===== src/rtl/shift_add_mult_ctrl.sv =====
// Sequencing controller for a 4-bit shift-add multiplier datapath.
// Issues LOAD/ADD/SHIFT pulses under a start/done four-phase handshake.
module shift_add_mult_ctrl #(
  parameter int WIDTH = 4,
  parameter int CNT_W = $clog2(WIDTH + 1)
) (
  input  logic             i_CLK,
  input  logic             i_RESET,
  input  logic             i_START,
  input  logic             i_LSB,
  output logic             o_LOAD_cmd,
  output logic             o_ADD_cmd,
  output logic             o_SHIFT_cmd,
  output logic             o_BUSY,
  output logic             o_DONE,
  output logic [CNT_W-1:0] o_BIT_CNT
);

  typedef enum logic [2:0] {
    ST_IDLE  = 3'd0,
    ST_LOAD  = 3'd1,
    ST_TEST  = 3'd2,
    ST_ADD   = 3'd3,
    ST_SHIFT = 3'd4,
    ST_DONE  = 3'd5
  } state_t;

  localparam logic [CNT_W-1:0] CNT_LAST = CNT_W'(WIDTH);
  localparam logic [CNT_W-1:0] CNT_ONE  = CNT_W'(1);

  state_t           state_r;
  state_t           state_next_s;
  logic [CNT_W-1:0] cnt_r;
  logic [CNT_W-1:0] cnt_next_s;
  logic             load_r;
  logic             add_r;
  logic             shift_r;
  logic             busy_r;
  logic             done_r;

  // Next-state and shift-counter decode
  always_comb begin
    state_next_s = state_r;
    cnt_next_s   = cnt_r;
    case (state_r)
      ST_IDLE: begin
        cnt_next_s = '0;
        if (i_START) begin
          state_next_s = ST_LOAD;
        end else begin
          state_next_s = ST_IDLE;
        end
      end
      ST_LOAD: begin
        cnt_next_s   = '0;
        state_next_s = ST_TEST;
      end
      ST_TEST: begin
        if (i_LSB) begin
          state_next_s = ST_ADD;
        end else begin
          state_next_s = ST_SHIFT;
        end
      end
      ST_ADD: begin
        state_next_s = ST_SHIFT;
      end
      ST_SHIFT: begin
        cnt_next_s = cnt_r + CNT_ONE;
        if ((cnt_r + CNT_ONE) == CNT_LAST) begin
          state_next_s = ST_DONE;
        end else begin
          state_next_s = ST_TEST;
        end
      end
      ST_DONE: begin
        cnt_next_s = CNT_LAST;
        // Leaving DONE needs START low, so a held START never re-runs
        if (!i_START) begin
          state_next_s = ST_IDLE;
        end else begin
          state_next_s = ST_DONE;
        end
      end
      default: begin
        state_next_s = ST_IDLE;
        cnt_next_s   = '0;
      end
    endcase
  end

  // State, counter and outputs registered from the upcoming state
  always_ff @(posedge i_CLK) begin
    if (i_RESET) begin
      state_r <= ST_IDLE;
      cnt_r   <= '0;
      load_r  <= 1'b0;
      add_r   <= 1'b0;
      shift_r <= 1'b0;
      busy_r  <= 1'b0;
      done_r  <= 1'b0;
    end else begin
      state_r <= state_next_s;
      cnt_r   <= cnt_next_s;
      load_r  <= (state_next_s == ST_LOAD);
      add_r   <= (state_next_s == ST_ADD);
      shift_r <= (state_next_s == ST_SHIFT);
      busy_r  <= (state_next_s != ST_IDLE) && (state_next_s != ST_DONE);
      done_r  <= (state_next_s == ST_DONE);
    end
  end

  assign o_LOAD_cmd  = load_r;
  assign o_ADD_cmd   = add_r;
  assign o_SHIFT_cmd = shift_r;
  assign o_BUSY      = busy_r;
  assign o_DONE      = done_r;
  assign o_BIT_CNT   = cnt_r;

endmodule


===== config.mk =====
export PLATFORM = sky130hd
export DESIGN_NAME = shift_add_mult_ctrl
export DESIGN_NICKNAME = d
export VERILOG_FILES = /design/src/rtl/shift_add_mult_ctrl.sv
export SDC_FILE = /design/constraint.sdc
export NUM_CORES = 1
export LEC_CHECK = 0
export ABC_AREA = 1
export ABC_CLOCK_PERIOD_IN_PS = 1830
export CORE_AREA = 2 2 39 41
export DETAILED_ROUTE_END_ITERATION = 16
export DIE_AREA = 0 0 41 43
export GPL_ROUTABILITY_DRIVEN = 0
export MAX_ROUTING_LAYER = met4
export PLACE_DENSITY = 0.6
export SETUP_SLACK_MARGIN = 0.3
export SYNTH_ARGS = -nofsm -noshare
export SYNTH_HDL_FRONTEND = slang
export SYNTH_SLANG_ARGS = --single-unit

===== constraint.sdc =====
create_clock -name i_CLK -period 1.83 [get_ports i_CLK]
set_input_delay 0.549 -clock i_CLK [delete_from_list [all_inputs] [get_ports i_CLK]]
set_output_delay 0.549 -clock i_CLK [all_outputs]
set_load 0.005 [all_outputs]

==> results.cfg <==
[outcome]
status = complete, no violations

[pwr]
p_clk_frac = 0.326
swShare = 0.2619
max-vdd-ir-drop_mv = 0.4692
p_leak_nw = 0.3714
p_comb_frac = 0.158
p_per_area_nw_per_um2 = 755.0
net-switching-power_mw = 0.1321
p_int_mw = 0.3723
seqPwrFrac = 0.516

[cts]
htree_num_levels = 1
cts_buffers = 3
cts_root_buf = clkbuf_4
clk_path_buf_depth = 2
clkSinkCount = 11
cts_tree = yes
clock_latency_ns = 0.27
clk_pin_slew_worst_paths_ns = 0.07

[hold_path]
min_path_cells = 2
hp-class = reg2reg
holdPathEnd = o_BIT_CNT[0]
hp-start = state_r[1]

[detailed_routing]
wl_um = 951
drt_iter0_drc = 2
ant_nets = 0
first_pass_iters = 2
via_per_inst = 4.570
remaining_drc_errors = 0
wl_per_cell_um = 9.510
vias = 457

[synth]
synth_fa_ha_area_frac = 0.05222
synth_top_family_by_area = simple AND/OR/NAND/NOR gates
synth-seq-area-share = 0.4595
ys_ff_latch = 11
synth_xor_area_frac = 0
synth-compound-area-share = 0.07833
synth.yosys.warnings = 0
muxShareOfSynthArea = 0
synthDistinctLibCells = 15
netlist_area_um2 = 479.2
syn_nets = 73
syn_avg_cell_area_um2 = 7.152
syn_inst = 67
synth_simple_gate_area_share = 0.3316

[floorplanning]
start_util = 0.3463
dieArea_um2 = 1763
fp.dieW_um = 41
rows = 14
coreArea_um2 = 1384
floorplan.die.height_um = 43
pin_count = 12

[timing]
fmax_mhz = 715.3
slew_headroom = 0.7389
hold_ws_ns = 0.4965
finClkSkew_ns = 0.004865
timing.final.max_slew_violations = 0
rsz0062_at_grt = no
tightest_slew_ns = 0.3904
hold_viol_final = 0
period_share = 0.7640
layout_min_cycle_time_ns = 1.398
setup_tns_ns = 0
setup_viol_count_final = 0

[layout]
stdcell_area_um2 = 668.1
syn_to_final_growth_pct = 39.43
drive_above_1_share = 0.2024
instances_no_fill = 100
layout_commonest_cell = nor2_1
n_antenna_cell = 0
fill_cells = 154
layout_common_cells = nor2_1, nand2_1, inv_1, dfxtp_1, dlygate4sd2_1
final_nets = 91

[worst_setup_path]
worst_ep_required_time_ns = 1.28
worst-path-buf-inv = 1
crit_family = flip-flops
crit_path_start_kind = flop
rrSetupSlack_ns = 0.44
critPathSlowestCell = dfxtp_2
crit_chain = dlygate4sd2_1
r2r_end = o_BUSY
crit_arrival_ns = 0.85
reg2reg_depth = 10
r2r-start = o_BIT_CNT[0]
critPathCaptureType = output port
criticalPathCategory = reg2out
slowest_delay_ns = 0.33
critPathMaxFanout = 3

[global_route]
grt_usage = 0.1489
grt_overflow = 0
grt_max_degree = 13
grt_antenna_before_repair = 0
grt_pass1_vias = 403
grt_pass1_wl_mm = 1.662

[run]
drv_cap = 0

[placed_design]
place_inst = 93
portBuffers = 11
placed_cell_area_um2 = 605.6
place_hpwl_um = 738.7
==> registers in the layout, summed over array words and instances (netlist names) <==
signal       count
o_LOAD_cmd       1
state_r          3
o_BIT_CNT        3
o_ADD_cmd        1
o_DONE           1
o_BUSY           1
o_SHIFT_cmd      1
==> area by class of cell <==
type,instances,area (µm²),share of cell area
multi-input cells,46,235.2,0.3521
flip-flops and latches,11,226.5,0.3390
repair buffers,14,126.4,0.1891
inverters,9,33.78,0.05056
clock buffers,4,26.28,0.03933
well taps,16,20.02,0.02996
==> Yosys cell counts <==
master | count | share of area
clkbuf_1 | 1 | 0.0078
dfxtp_1 | 11 | 0.46
nor2_1 | 16 | 0.13
nand3_1 | 4 | 0.042
inv_2 | 1 | 0.0078
nand2_4 | 1 | 0.023
nand2_2 | 1 | 0.013
a211oi_1 | 1 | 0.016
inv_1 | 8 | 0.063
a21oi_1 | 5 | 0.052
o21ai_0 | 1 | 0.010
ha_1 | 2 | 0.052
nand2_1 | 13 | 0.10
nor2_2 | 1 | 0.013
nand4_1 | 1 | 0.013
==> per-layer routing <==
metal / up-vias / part of all wire / global-route usage
li1: 244 / - / -
met1: 202 / 0.41 / 0.1667
met2: 8 / 0.52 / 0.2063
met3: 3 / 0.053 / 0.09424
met4: 0 / 0.014 / 0.06000
met5: - / 0 / -
==> worst max-delay path by stage <==
stage            startpoint            to  cells after the start
6_report       o_BIT_CNT[2]  o_BIT_CNT[2]                      1
5_1_grt        o_BIT_CNT[0]        o_BUSY                     11
4_1_cts        o_BIT_CNT[0]  o_BIT_CNT[0]                      1
3_5_place_dp          i_LSB        o_BUSY                      6
3_3_place_gp          i_LSB        o_BUSY                      6
2_1_floorplan         i_LSB        o_BUSY                      8
==> worst min-delay path, stage by stage (launching register included) <==
cell	delay [ns]
dfxtp_1	0.31
nand2_1	0.08
a211oi_1	0.07
==> logic make-up after synthesis <==
group / Yosys count
and+or+nand+nor: 37
DFF: 11
buffers and inverters: 10
AOI/OAI and AO/OA: 7
adders and majority gates: 2
==> power by group through the flow <==
| stage | logic [mW] | registers (mW) | clock network (mW) |
|---|---|---|---|
| 3_5_place_dp | 0.0800 | 0.268 | 0 |
| 3_3_place_gp | 0.0803 | 0.267 | 0 |
| 5_1_grt | 0.0933 | 0.262 | 0.188 |
| 4_1_cts | 0.0772 | 0.260 | 0.170 |
| 2_1_floorplan | 0.0476 | 0.267 | 0 |
| 6_report | 0.0796 | 0.260 | 0.164 |
==> timing repair <==
action / in CTS / in global routing
pin swaps: 0 / 0
gates cloned: 0 / 0
buffers inserted: 2 / 1
gates resized for setup: 11 / 6
endpoints found under the setup margin: 8 / 2
hold buffers: 0 / 0
==> stage by stage <==
step / setup slack (ns) / utilization / power [mW]
after global placement: 0.01735 / 0.4376 / 0.3469
after CTS: 0.1746 / 0.4656 / 0.5078
after global routing: 0.3053 / 0.4828 / 0.5437
final: 0.4319 / 0.4828 / 0.5044
after detailed placement: 0.02044 / 0.4376 / 0.3477
after floorplan: 0.6392 / - / 0.3146
Note: power is estimated with default switching activity, not from simulation.
